`src/rtl/vend_pkg.sv`:
```
// Shared definitions for the vending-machine inventory controller.
//   SLOT_W / CNT_W / NUM_SLOTS : slot index width, count width, number of slots
//   ST_*                       : transaction FSM encoding
//   req_id_e                   : requester identity (sale or restock)
//   headroom()                 : free capacity left in a slot
package vend_pkg;

  localparam int unsigned SLOT_W    = 2;
  localparam int unsigned CNT_W     = 4;
  localparam int unsigned NUM_SLOTS = 4;

  localparam logic [1:0] ST_IDLE   = 2'd0;
  localparam logic [1:0] ST_CHECK  = 2'd1;
  localparam logic [1:0] ST_COMMIT = 2'd2;
  localparam logic [1:0] ST_RESP   = 2'd3;

  // Value doubles as the bit index into the 2-bit req/grant vectors.
  typedef enum logic {
    REQ_SALE = 1'b0,
    REQ_RSTK = 1'b1
  } req_id_e;

  function automatic logic [CNT_W-1:0] headroom(input logic [CNT_W-1:0] cap,
                                                input logic [CNT_W-1:0] cnt);
    return cap - cnt;
  endfunction

endpackage

```
`src/rtl/rr_arb2.sv`:
```
// Two-way round-robin arbiter for the sale and restock requesters.
//   clk, rst_n : clock, asynchronous active-low reset
//   i_en       : arbitration cycle (controller idle); rr_last only moves when set
//   i_req      : raw request levels, bit 0 = sale, bit 1 = restock
//   i_armed    : requester eligible (has been seen low since its last ack)
//   o_grant    : one-hot grant, or zero when nobody is eligible
module rr_arb2
  import vend_pkg::*;
(
  input  logic       clk,
  input  logic       rst_n,
  input  logic       i_en,
  input  logic [1:0] i_req,
  input  logic [1:0] i_armed,
  output logic [1:0] o_grant
);

  req_id_e    r_rr_last;
  logic [1:0] w_elig;

  assign w_elig = i_req & i_armed;

  always_comb begin
    o_grant = 2'b00;
    case (w_elig)
      2'b01:   o_grant = 2'b01;
      2'b10:   o_grant = 2'b10;
      // Tie: whoever did not win the previous tie goes first.
      2'b11:   o_grant = (r_rr_last == REQ_RSTK) ? 2'b01 : 2'b10;
      default: o_grant = 2'b00;
    endcase
  end

  // Reset to RSTK so a sale wins the first tie.
  always_ff @(posedge clk or negedge rst_n) begin
    if (!rst_n) begin
      r_rr_last <= REQ_RSTK;
    end else if (i_en && (w_elig == 2'b11)) begin
      r_rr_last <= o_grant[1] ? REQ_RSTK : REQ_SALE;
    end
  end

endmodule

```
`src/rtl/slot_txn_ctrl.sv`:
```
// Inventory transaction controller: arbitrates sale/restock requests, checks them
// against stock and capacity, commits atomically and publishes per-slot counts.
//   clk, rst_n                 : clock, asynchronous active-low reset
//   i_admin_mode               : maintenance mode, sales rejected (sampled in CHECK)
//   i_sale_req/slot/qty        : sale request (level, held until o_sale_ack)
//   o_sale_ack, o_sale_ok      : one-cycle completion pulse and its result
//   i_rstk_req/slot/qty        : restock request (level, held until o_rstk_ack)
//   o_rstk_ack, o_rstk_ok      : one-cycle completion pulse and its result
//   o_rest1..4                 : current count of slots 0..3
//   o_max_add1..4              : CAPACITY - count of slots 0..3
//   o_busy                     : transaction in flight
// CAPACITY must be <= 15 and INIT_COUNT <= CAPACITY.
module slot_txn_ctrl
  import vend_pkg::*;
#(
  parameter int unsigned CAPACITY   = 15,
  parameter int unsigned INIT_COUNT = 0
) (
  input  logic              clk,
  input  logic              rst_n,
  input  logic              i_admin_mode,
  input  logic              i_sale_req,
  input  logic [SLOT_W-1:0] i_sale_slot,
  input  logic [CNT_W-1:0]  i_sale_qty,
  output logic              o_sale_ack,
  output logic              o_sale_ok,
  input  logic              i_rstk_req,
  input  logic [SLOT_W-1:0] i_rstk_slot,
  input  logic [CNT_W-1:0]  i_rstk_qty,
  output logic              o_rstk_ack,
  output logic              o_rstk_ok,
  output logic [CNT_W-1:0]  o_rest1,
  output logic [CNT_W-1:0]  o_rest2,
  output logic [CNT_W-1:0]  o_rest3,
  output logic [CNT_W-1:0]  o_rest4,
  output logic [CNT_W-1:0]  o_max_add1,
  output logic [CNT_W-1:0]  o_max_add2,
  output logic [CNT_W-1:0]  o_max_add3,
  output logic [CNT_W-1:0]  o_max_add4,
  output logic              o_busy
);

  localparam logic [CNT_W-1:0] CAP_C    = CAPACITY[CNT_W-1:0];
  localparam logic [CNT_W:0]   CAP_SUM  = CAPACITY[CNT_W:0];
  localparam logic [CNT_W-1:0] INIT_C   = INIT_COUNT[CNT_W-1:0];
  localparam logic [CNT_W-1:0] MADD_RST = CAP_C - INIT_C;

  logic [1:0]        r_state, w_state_d;
  req_id_e           r_winner, w_winner_d;
  logic [SLOT_W-1:0] r_slot, w_slot_d;
  logic [CNT_W-1:0]  r_qty, w_qty_d;
  logic              r_ok, w_ok_d;
  logic [1:0]        r_armed, w_armed_d;
  logic              r_sale_ack, w_sale_ack_d;
  logic              r_sale_ok, w_sale_ok_d;
  logic              r_rstk_ack, w_rstk_ack_d;
  logic              r_rstk_ok, w_rstk_ok_d;
  logic [CNT_W-1:0]  r_rest    [NUM_SLOTS];
  logic [CNT_W-1:0]  w_rest_d  [NUM_SLOTS];
  logic [CNT_W-1:0]  r_max_add [NUM_SLOTS];
  logic [CNT_W-1:0]  w_max_add_d [NUM_SLOTS];

  logic [1:0]        w_req;
  logic [1:0]        w_grant;
  logic [CNT_W-1:0]  w_cur;
  logic [CNT_W:0]    w_sum;
  logic [CNT_W-1:0]  w_new;
  logic              w_is_sale;
  logic              w_win_req;
  logic              w_chk_ok;

  assign w_req = {i_rstk_req, i_sale_req};

  rr_arb2 u_arb (
    .clk     (clk),
    .rst_n   (rst_n),
    .i_en    (r_state == ST_IDLE),
    .i_req   (w_req),
    .i_armed (r_armed),
    .o_grant (w_grant)
  );

  assign w_is_sale = (r_winner == REQ_SALE);
  assign w_win_req = w_is_sale ? i_sale_req : i_rstk_req;
  assign w_cur     = r_rest[r_slot];
  // One extra bit so an over-capacity restock is caught instead of wrapping.
  assign w_sum     = {1'b0, w_cur} + {1'b0, r_qty};
  assign w_new     = w_is_sale ? (w_cur - r_qty) : w_sum[CNT_W-1:0];

  always_comb begin
    if (w_is_sale) begin
      w_chk_ok = !i_admin_mode && (r_qty != '0) && (r_qty <= w_cur);
    end else begin
      w_chk_ok = (r_qty != '0) && (w_sum <= CAP_SUM);
    end
  end

  always_comb begin
    w_state_d    = r_state;
    w_winner_d   = r_winner;
    w_slot_d     = r_slot;
    w_qty_d      = r_qty;
    w_ok_d       = r_ok;
    w_rest_d     = r_rest;
    w_max_add_d  = r_max_add;
    w_sale_ack_d = 1'b0;
    w_sale_ok_d  = 1'b0;
    w_rstk_ack_d = 1'b0;
    w_rstk_ok_d  = 1'b0;

    // A low request re-arms its requester; the ack below disarms it, so a req
    // held past its ack cannot be granted a second time.
    w_armed_d = r_armed | ~w_req;

    case (r_state)
      ST_IDLE: begin
        if (w_grant != 2'b00) begin
          w_winner_d = w_grant[1] ? REQ_RSTK : REQ_SALE;
          w_slot_d   = w_grant[1] ? i_rstk_slot : i_sale_slot;
          w_qty_d    = w_grant[1] ? i_rstk_qty : i_sale_qty;
          w_state_d  = ST_CHECK;
        end
      end
      ST_CHECK: begin
        // Requester withdrew: drop the transaction silently.
        if (!w_win_req) begin
          w_state_d = ST_IDLE;
        end else begin
          w_ok_d    = w_chk_ok;
          w_state_d = ST_COMMIT;
        end
      end
      ST_COMMIT: begin
        if (r_ok) begin
          w_rest_d[r_slot]    = w_new;
          w_max_add_d[r_slot] = headroom(CAP_C, w_new);
        end
        if (w_is_sale) begin
          w_sale_ack_d = 1'b1;
          w_sale_ok_d  = r_ok;
          w_armed_d[0] = 1'b0;
        end else begin
          w_rstk_ack_d = 1'b1;
          w_rstk_ok_d  = r_ok;
          w_armed_d[1] = 1'b0;
        end
        w_state_d = ST_RESP;
      end
      ST_RESP: begin
        w_state_d = ST_IDLE;
      end
      default: begin
        w_state_d = ST_IDLE;
      end
    endcase
  end

  always_ff @(posedge clk or negedge rst_n) begin
    if (!rst_n) begin
      r_state    <= ST_IDLE;
      r_winner   <= REQ_SALE;
      r_slot     <= '0;
      r_qty      <= '0;
      r_ok       <= 1'b0;
      r_armed    <= 2'b11;
      r_sale_ack <= 1'b0;
      r_sale_ok  <= 1'b0;
      r_rstk_ack <= 1'b0;
      r_rstk_ok  <= 1'b0;
      for (int i = 0; i < int'(NUM_SLOTS); i++) begin
        r_rest[i]    <= INIT_C;
        r_max_add[i] <= MADD_RST;
      end
    end else begin
      r_state    <= w_state_d;
      r_winner   <= w_winner_d;
      r_slot     <= w_slot_d;
      r_qty      <= w_qty_d;
      r_ok       <= w_ok_d;
      r_armed    <= w_armed_d;
      r_sale_ack <= w_sale_ack_d;
      r_sale_ok  <= w_sale_ok_d;
      r_rstk_ack <= w_rstk_ack_d;
      r_rstk_ok  <= w_rstk_ok_d;
      for (int i = 0; i < int'(NUM_SLOTS); i++) begin
        r_rest[i]    <= w_rest_d[i];
        r_max_add[i] <= w_max_add_d[i];
      end
    end
  end

  assign o_sale_ack = r_sale_ack;
  assign o_sale_ok  = r_sale_ok;
  assign o_rstk_ack = r_rstk_ack;
  assign o_rstk_ok  = r_rstk_ok;
  assign o_busy     = (r_state != ST_IDLE);

  assign o_rest1    = r_rest[0];
  assign o_rest2    = r_rest[1];
  assign o_rest3    = r_rest[2];
  assign o_rest4    = r_rest[3];
  assign o_max_add1 = r_max_add[0];
  assign o_max_add2 = r_max_add[1];
  assign o_max_add3 = r_max_add[2];
  assign o_max_add4 = r_max_add[3];

endmodule

```
`config.mk`:
```
export PLATFORM = sky130hd
export DESIGN_NAME = slot_txn_ctrl
export DESIGN_NICKNAME = d
export VERILOG_FILES = /design/src/rtl/vend_pkg.sv /design/src/rtl/rr_arb2.sv /design/src/rtl/slot_txn_ctrl.sv
export SDC_FILE = /design/constraint.sdc
export NUM_CORES = 1
export LEC_CHECK = 0
export ABC_AREA = 1
export ABC_CLOCK_PERIOD_IN_PS = 2700
export CAP_MARGIN = 20
export CELL_PAD_IN_SITES_DETAIL_PLACEMENT = 1
export CELL_PAD_IN_SITES_GLOBAL_PLACEMENT = 1
export CORE_MARGIN = 8
export CORE_UTILIZATION = 39
export CTS_BUF_LIST = sky130_fd_sc_hd__clkbuf_8
export DETAILED_ROUTE_END_ITERATION = 10
export GPL_ROUTABILITY_DRIVEN = 0
export PLACE_DENSITY_LB_ADDON = 0.25
export SLEW_MARGIN = 15
export SYNTH_ARGS = -nofsm -noshare
export SYNTH_HDL_FRONTEND = slang
export SYNTH_SLANG_ARGS = --single-unit
```
`constraint.sdc`:
```
create_clock -name clk -period 2.7 [get_ports clk]
set_input_delay 0.54 -clock clk [delete_from_list [all_inputs] [get_ports clk]]
set_output_delay 0.54 -clock clk [all_outputs]
set_load 0.005 [all_outputs]
```
# --- After elaboration in Yosys (flattened, before gate mapping) ---
# Index checks and enable logic that the tools add are counted.
totals:
  elab_cells: 79
  out_inout_bits: 37
  latch_bits: 0
  ram_bits: 0
  ff_bits: 49
  memories: 0
  rom_bits: 0
classes:
  shifts: 0
  order_cmp: 4
  reduce_logical: 13
  bitwise_logic: 4
  add_sub_neg: 3
  mul: 0
  n_div: 0
  n_mux: 29
  eq_ne: 7
op_table:
  columns: ["cell", "n"]
  rows:
  - ["bitwise mux 16 bit", 2]
  - ["2-to-1 mux 4 bit", 5]
  - ["2-to-1 mux 1 bit", 13]
  - ["2-to-1 mux 2 bit", 5]
  - ["binary-select mux 4 bit (select 2 bit)", 1]
  - ["demux 4 bit (select 2 bit)", 1]
  - ["== test 2 bit, second input constant", 4]
  - ["case mux 2 bit (4 select lines)", 1]
  - ["case mux 2 bit (3 select lines)", 1]
  - ["AND reduction 2 bit", 3]
  - ["adder 4 x 4 -> 5 bit", 1]
  - ["<= comparator 5 x 4 -> 1 bit, second input constant", 1]
  - ["logical AND 1 bit", 5]
  - ["== test 2 x 1 -> 1 bit, second input constant", 2]
  - ["<= comparator 4 bit", 1]
  - ["nonzero test 2 bit", 2]
  - ["nonzero test 4 bit", 1]
  - ["subtractor 4 bit", 1]
  - ["subtractor 4 bit, first input constant", 1]
  - ["greater-or-equal comparator 3 bit, second input constant", 1]
  - ["less-than comparator 3 x 1 -> 1 bit, second input constant", 1]
  - ["inverter 2 -> 3 bit", 1]
  - ["AND 2 bit", 1]
  - ["zero test 2 bit", 1]
  - ["4 further kinds", 4]

# --- Longest topological paths before layout ---
# Gate-level depths: netlist (run 1).
depth:
  word_depth: 8
  depth_mapped: 15

# --- Hierarchy ---
# A second synthesis (run 1) with hierarchy kept.
unflattened:
  cells_unflattened: 282
  area_unflattened_um2: 2489.9
modules_own_cells:
  columns: ["module", "area_each_um2", "seq_area_each_um2", "cells_per_inst", "instances"]
  rows:
  - ["slot_txn_ctrl", 2401.1, 1223.7, 268, 1]
  - ["rr_arb2", 88.8, 26.3, 14, 1]

# --- Worst setup path after synthesis (run 1) ---
# Ideal clock, no wire load.
synth_path:
  kind: "flip-flop to flip-flop"
  startpoint: "register r_slot[1]"
  endpoint: "register r_rest, in the netlist o_rest3[1]"
  t_required_ns: 2.622
  setup_slack_ns: 0.650
  stages_incl_launch_ff: 12
  t_arrival_ns: 1.972
  cell_sequence: "dfrtp_1 -> inv_1 -> nand2_1 -> inv_2 -> a22oi_1 -> o221ai_1 -> fa_1 -> inv_1 -> o21ai_2 -> inv_2 -> nor2_1 -> o21bai_1"
synth_via:
  elab_chain_len: 7
synth_lines:
  columns: ["item", "line", "source"]
  rows:
  - ["from (decl)", "slot_txn_ctrl.sv:50", "logic [SLOT_W-1:0] r_slot, w_slot_d;"]
  - ["from (signal assigned)", "slot_txn_ctrl.sv:177", "r_slot <= w_slot_d;"]
  - ["inverter 2 -> 3 bit (not written as such) (*)", "slot_txn_ctrl.sv:85, slot_txn_ctrl.sv:135", null]
  - ["binary-select mux 4 bit (select 2 bit)", "slot_txn_ctrl.sv:85", "assign w_cur = r_rest[r_slot];"]
  - ["2-to-1 mux 4 bit (not written as such) (2 in a row)", "slot_txn_ctrl.sv:85", null]
  - ["subtractor 4 bit or adder 4 x 4 -> 5 bit (tied branches)", "slot_txn_ctrl.sv:88, slot_txn_ctrl.sv:87", null]
  - ["2-to-1 mux 4 bit", "slot_txn_ctrl.sv:88", "assign w_new = w_is_sale ? (w_cur - r_qty) : w_sum[CNT_W-1:0];"]
  - ["bitwise mux 16 bit (*)", "slot_txn_ctrl.sv:135", "w_rest_d[r_slot] = w_new;"]
  - ["to (signal, indexed assignment)", "slot_txn_ctrl.sv:186", "r_rest[i] <= w_rest_d[i];"]
  - ["to (decl)", "slot_txn_ctrl.sv:58", "logic [CNT_W-1:0] r_rest [NUM_SLOTS];"]
# Every way passes the cells marked *; elsewhere a longest branch is shown, timed or not. The select of a mux whose other input is x is not followed.
# A chain may end at the register's enable or synchronous reset.

# --- Worst setup path after layout (run 1) ---
# Same ends and word-level chain as after synthesis.

==> results.cfg, run 1 <==
[synth]
ys.flop_type = sky130_fd_sc_hd__dfrtp_1
synthesis.area_mm2 = 0.00247
synth_top_area_share_pct = 30.4
synthArstFlopShare_pct = 100
synth.avg_cell_area_um2 = 8.66
synth-warning-count = 0
synth_most_common_cell = sky130_fd_sc_hd__nand2_1
share_of_the_yosys_chip_area_belonging_to_registers_pct = 50.7
synthesis.instances = 285
mappedNetlistNets = 312
synth.ff_latch_count = 49
synth_common_cells = sky130_fd_sc_hd__nand2_1, sky130_fd_sc_hd__dfrtp_1, sky130_fd_sc_hd__nor2_1
synth_cell_type_count = 30
netlist_top_cells_area = sky130_fd_sc_hd__dfrtp_1, sky130_fd_sc_hd__dfstp_2, sky130_fd_sc_hd__nand2_1
synth_top_area_cell = sky130_fd_sc_hd__dfrtp_1
count_of_flip_flops_with_a_built_in_enable_after_synthesis = 0

[outcome]
run_status = finished clean

[sta]
slew-limit-headroom_pct = 63.2
final.period_utilization_pct = 90.3
timing_limited_maximum_frequency_mhz = 410
worst_slack_ns = 0.263
setup_viol = 0
maxSlewViolCount = 0
unrepaired_setup_endpoints_after_global_routing = false
final.setup_skew_ns = 0.0109
tightestPinTransition_ns = 0.551
finalSetupTns_ns = 0
post_layout_minimum_cycle_time_ns = 2.44
report.final.hold_viol_count = 0

[cts]
cts.repair_timing.setup_buffer_count = 0
cts-root-to-sink-buffers = 2
cts.htree.levels = 2
number_of_hold_repair_buffers_added_at_the_cts_stage = 0
post_cts_resize_count = 0
tritoncts = done
cts.sink_count = 49
path_clk_slew_ns = 0.09
cts_root_buf = sky130_fd_sc_hd__clkbuf_8
clock_insertion_delay_worst_skew_ns = 0.31
clock_buffers_created_by_tritoncts = 5

[critical_path]
cp-start-kind = flop
crit_path_max_fanout = 5
timing.setup.critical_path_class = flop to flop
setup.worst_path.end_class = flop
cp_cell_sequence = inv_1, nand2_1, inv_2, a22oi_1, o221ai_2, fa_1, nand2_1, o21ai_2, inv_2, nor2_1, o21bai_1
timing.critical_path.buf_inv = 3
crit_path_max_incr_delay_ns = 0.55
worstPathRequired_ns = 2.94
slowest_stage = sky130_fd_sc_hd__fa_1
crit_family = compound AO/OA/AOI/OAI gates
timing.critical_path.arrival_ns = 2.67

[grt]
first_global_vias = 2257
grt_antenna_before_repair = 0
global_route.usage.total_pct = 15.3
grt-ovfl-total = 0
grt_first_pass_wirelength_mm = 10.9
largest_net_degree_at_the_start_of_global_routing = 28

[detailed_routing]
drt_pass1_iterations = 4
routedWlPerCell_um = 15.8
via_per_inst = 4.90
dr_total_vias = 2056
detail_route.drc_violations = 0
total_routed_wirelength_mm = 6.65
route.antenna.remaining_nets = 0
initial_drt_markers = 39

[floorplanning]
die_w_um = 95.5
ioPinCount = 54
coreArea_mm2 = 0.00624
dieArea_mm2 = 0.00913
rows = 29
die_h_um = 95.5
start_util_pct = 39.5

[place]
placedInstanceArea_mm2 = 0.00306
detailed_place_hpwl_mm = 5.29
detailedPlace.worstSlack_ns = 0.149
io_buffers = 53

[power]
peak_vdd_ir_uv = 495
pwr_density_cell_mw_per_mm2 = 1250
p_leak_nw = 1.53

[flow_run]
maxCapViolations = 0

[finish]
final_net_count = 369
fillerInstances = 760
areaGrowthSynthToFinish_pct = 28.2
final_design_area_no_fill_mm2 = 0.00316
drive_gt1_share_pct = 17.5
antenna_cells = 0

[hold_path]
timing.hold.worst.class = input pin to async pin
## per-stage QoR
stage / hold WS (ns) / instances / util [%] / power, W
2_1_floorplan: 0.244 / 285 / - / 0.00262
3_3_place_gp: 0.455 / 412 / 49.1 / 0.00345
3_5_place_dp: 0.460 / 412 / 49.1 / 0.00353
4_1_cts: 0.218 / 420 / 50.6 / 0.00401
5_1_grt: 0.247 / 420 / 50.7 / 0.00430
6_report: 0.209 / 420 / 50.7 / 0.00396
## routing by layer
layer | routed length (um) | track usage, % | share of wire [%] | vias up
li1 | - | - | - | 1014
met1 | 2930 | 18.3 | 44 | 991
met2 | 3350 | 27.1 | 50 | 42
met3 | 278 | 3.07 | 4.2 | 9
met4 | 90 | 4.61 | 1.4 | 0
met5 | 0 | 0 | 0 | -
## final timing paths
kind / from / end / slack [ns] / depth (start not counted)
max: r_slot[1] / o_rest3[1] / 0.26 / 11
min: rst_n / o_rest4[1] / 0.21 / 1
max reg2reg: r_slot[1] / o_rest3[1] / 0.26 / 11
min reg2reg: o_max_add1[3] / o_max_add1[3] / 0.47 / 2
max in group asynchronous: rst_n / r_armed[0] / 1.87 / 2
min in group clk: o_max_add1[3] / o_max_add1[3] / 0.47 / 2
## where the power goes
group          total (W)  switching [W]  internal (W)
Combinational    0.00214        0.00123      0.000907
Sequential       0.00137       0.000254       0.00112
Clock           0.000452       0.000248      0.000205
## layout make-up
cell class,count,area (um^2),share of cell area (%)
sequential,49,1250,39.5
multi-input combinational,189,1010,31.9
timing repair buffer,54,546,17.2
inverter,43,168,5.30
tap,77,96.3,3.04
clock buffer,6,82.6,2.61
clock inverter,2,11.3,0.356
## layout by cell type (no fill, tap or decap), drive strengths merged, types with 2 or more instances in the layout
cell type,instances
nand3,8
inv,43
nand4,2
o21ai,21
dfstp,19
dfrtp,30
o21bai,4
o21a,4
o22ai,2
ha,8
nand2,89
clkdlybuf4s50,52
a21oi,5
clkbuf,6
nor2,32
fa,2
a22oi,3
a31oi,6
buf,2
## state kept, by name, indices dropped and copies added, names as in the netlist, 2 cells and up, named ones only
signal / flops
o_max_add1: 4
r_slot: 2
o_rest4: 4
o_rest1: 4
o_rest3: 4
o_max_add4: 4
r_qty: 4
o_max_add2: 4
o_max_add3: 4
r_armed: 2
o_rest2: 4
## cell families after synthesis
family	Yosys count	share of synthesized area, %
adder cells (fa/ha/maj)	10	5.68
flip-flops	49	50.7
buffers and inverters	47	8.62
AND/OR/NAND/NOR	132	23.4
AO/OA/AOI/OAI	47	11.6
(Power assumes the default switching activity.)
==> run 2, diff against run 1 <==
--- a/config.mk
+++ b/config.mk
@@ -8,3 +8,3 @@
 export ABC_AREA = 1
-export ABC_CLOCK_PERIOD_IN_PS = 2700
+export ABC_CLOCK_PERIOD_IN_PS = 2590
 export CAP_MARGIN = 20
==> constraint.sdc (replaced) <==
create_clock -name clk -period 2.59 [get_ports clk]
set_input_delay 0.259 -clock clk [delete_from_list [all_inputs] [get_ports clk]]
set_output_delay 0.259 -clock clk [all_outputs]
set_load 0.005 [all_outputs]
==> run 2 against run 1 <==
  * Clock-buffer cell count shrank 1
  * Sequential cell count is the same
  * Routed wire length shrank 4.4%
  * Core utilization grew 0.18 points
  * Die area is the same
  * Clock skew shrank 0.0018 ns
  * Non-clock buffer count grew 1
  * Sequential share of layout area shrank 0.14 points
  * Global-route usage shrank 0.40 points
  * Critical path depth is the same
  * Largest cell class unchanged
  * Largest power group unchanged
==> results.cfg, run 2 (synthesis gave the netlist of run 1 again) <==
[outcome]
run_status = finished clean

[detailed_routing]
detail_route.drc_violations = 0
total_routed_wirelength_mm = 6.36
initial_drt_markers = 64
dr_total_vias = 2089
drt_pass1_iterations = 4
via_per_inst = 4.96
routedWlPerCell_um = 15.1
route.antenna.remaining_nets = 0

[critical_path]
cp_cell_sequence = inv_1, nand2_1, inv_2, a22oi_1, o221ai_2, fa_1, inv_1, o21ai_2, inv_2, nor2_1, o21bai_1
timing.critical_path.arrival_ns = 2.57
cp-start-kind = flop
crit_path_max_incr_delay_ns = 0.55
crit_path_max_fanout = 5
setup_slack_of_the_worst_register_to_register_path_ns = 0.26
critical_path.reg2reg.endpoint = o_rest3[1]
worst_setup_path_endpoint = o_rest3[1]
worstSetupStartpoint = r_slot[1]
rr_startpoint = r_slot[1]
timing.setup.critical_path_class = flop to flop
setup.worst_path.end_class = flop
slowest_stage = sky130_fd_sc_hd__fa_1
timing.critical_path.depth = 11
timing.critical_path.buf_inv = 4
worstPathRequired_ns = 2.83
r2r_cells = 11
crit_family = compound AO/OA/AOI/OAI gates

[grt]
grt_first_pass_wirelength_mm = 10.7
grt-ovfl-total = 0
first_global_vias = 2184
grt_antenna_before_repair = 0
largest_net_degree_at_the_start_of_global_routing = 50
global_route.usage.total_pct = 14.9

[power]
pwr-share-comb_pct = 54.2
net-switching-power_w = 0.00180
power.sequential.fraction_pct = 34.8
internal_power_w = 0.00231
swShare_pct = 43.7
p_leak_nw = 1.53
power.share.clock_pct = 11.0
peak_vdd_ir_uv = 564
pwr_density_cell_mw_per_mm2 = 1290

[floorplanning]
coreArea_mm2 = 0.00624
rows = 29
die_h_um = 95.5
start_util_pct = 39.5
dieArea_mm2 = 0.00913
die_w_um = 95.5
ioPinCount = 54

[cts]
cts.repair_timing.setup_buffer_count = 0
path_clk_slew_ns = 0.10
cts-root-to-sink-buffers = 2
cts.sink_count = 49
cts_root_buf = sky130_fd_sc_hd__clkbuf_8
clock_buffers_created_by_tritoncts = 5
cts.htree.levels = 2
tritoncts = done
clock_insertion_delay_worst_skew_ns = 0.31

[sta]
slew-limit-headroom_pct = 68.2
timing_limited_maximum_frequency_mhz = 428
setup_viol = 0
tightestPinTransition_ns = 0.477
final.setup_skew_ns = 0.00915
unrepaired_setup_endpoints_after_global_routing = false
finalSetupTns_ns = 0
report.final.hold_viol_count = 0
maxSlewViolCount = 0
post_layout_minimum_cycle_time_ns = 2.33
final.period_utilization_pct = 90.1

[finish]
final_net_count = 370
drive_gt1_share_pct = 18.0
areaGrowthSynthToFinish_pct = 28.7
final_common_cell = sky130_fd_sc_hd__nand2_1
antenna_cells = 0
multi_input_comb_area_mm2 = 0.00102
commonest_cells_after_routing_fill_and_taps_aside = sky130_fd_sc_hd__nand2_1, sky130_fd_sc_hd__clkdlybuf4s50_1, sky130_fd_sc_hd__nor2_1, sky130_fd_sc_hd__dfrtp_1, sky130_fd_sc_hd__inv_1
final-instance-count-excl-fill = 421
fillerInstances = 745
area.sequential_mm2 = 0.00125

[hold_path]
timing.hold.worst.class = input pin to async pin

[place]
io_buffers = 53
dpl.cell_count = 412
detailed_place_hpwl_mm = 4.94

[flow_run]
maxCapViolations = 0
==> run 2: worst reg2reg max path: stages, from the launching register on <==
cell and delay, ns:
sky130_fd_sc_hd__dfrtp_1 0.44, sky130_fd_sc_hd__inv_1 0.07, sky130_fd_sc_hd__nand2_1 0.11, sky130_fd_sc_hd__inv_2 0.07, sky130_fd_sc_hd__a22oi_1 0.22, sky130_fd_sc_hd__o221ai_2 0.22, sky130_fd_sc_hd__fa_1 0.55, sky130_fd_sc_hd__inv_1 0.05
sky130_fd_sc_hd__o21ai_2 0.17, sky130_fd_sc_hd__inv_2 0.10, sky130_fd_sc_hd__nor2_1 0.16, sky130_fd_sc_hd__o21bai_1 0.13
==> run 2: worst min-delay path by stage <==
stage | startpoint | to | slack [ns] | cells after the start
final | rst_n | r_slot[1] | 0.46 | 3
after CTS | rst_n | o_rest4[0] | 0.47 | 3
after global placement | rst_n | r_qty[0] | 0.27 | 2
after global routing | o_max_add2[3] | o_max_add2[3] | 0.49 | 2
after detailed placement | rst_n | r_slot[1] | 0.27 | 2
after floorplan | rst_n | async pin | -0.04 | 0
==> run 2: layout make-up <==
type	instances	share of cell area, %
clock buffer	5	2.17
clock inverter	3	0.670
inverter	43	5.28
multi-input combinational	189	32.0
sequential	49	39.4
tap	77	3.03
timing repair buffer	55	17.5
==> run 2: stage by stage <==
step / worst slack [ns] / power (W) / utilization [%] / hold slack, ns / area [um^2]
4_1_cts: 0.111 / 0.00415 / 50.7 / 0.472 / 3160
3_3_place_gp: 0.162 / 0.00359 / 49.1 / 0.266 / 3060
2_1_floorplan: 0.540 / 0.00273 / - / -0.0366 / 2470
6_report: 0.256 / 0.00411 / 50.9 / 0.456 / 3180
5_1_grt: 0.0299 / 0.00447 / 50.9 / 0.494 / 3180
3_5_place_dp: 0.139 / 0.00366 / 49.1 / 0.267 / 3060
==> run 2: what timing repair did <==
action	4_1_cts	5_1_grt
hold buffers	1	0
setup endpoints to repair	0	8
resized for setup	0	2
hold endpoints to repair	30	0
==> run 2: routing by layer <==
layer	GRT usage, %	vias to the layer above	share of wire, %
li1	-	1021	-
met1	19.5	1033	47
met2	24.7	30	49
met3	3.15	5	3.7
met4	3.46	0	0.80
met5	0	-	0
==> run 2: power by group through the flow <==
stage | clock [W] | sequential, W | combinational, W
final | 0.000454 | 0.00143 | 0.00222
after global routing | 0.000497 | 0.00148 | 0.00250
after CTS | 0.000474 | 0.00143 | 0.00224
after detailed placement | 0 | 0.00145 | 0.00221
after global placement | 0 | 0.00144 | 0.00215
after floorplan | 0 | 0.00139 | 0.00134
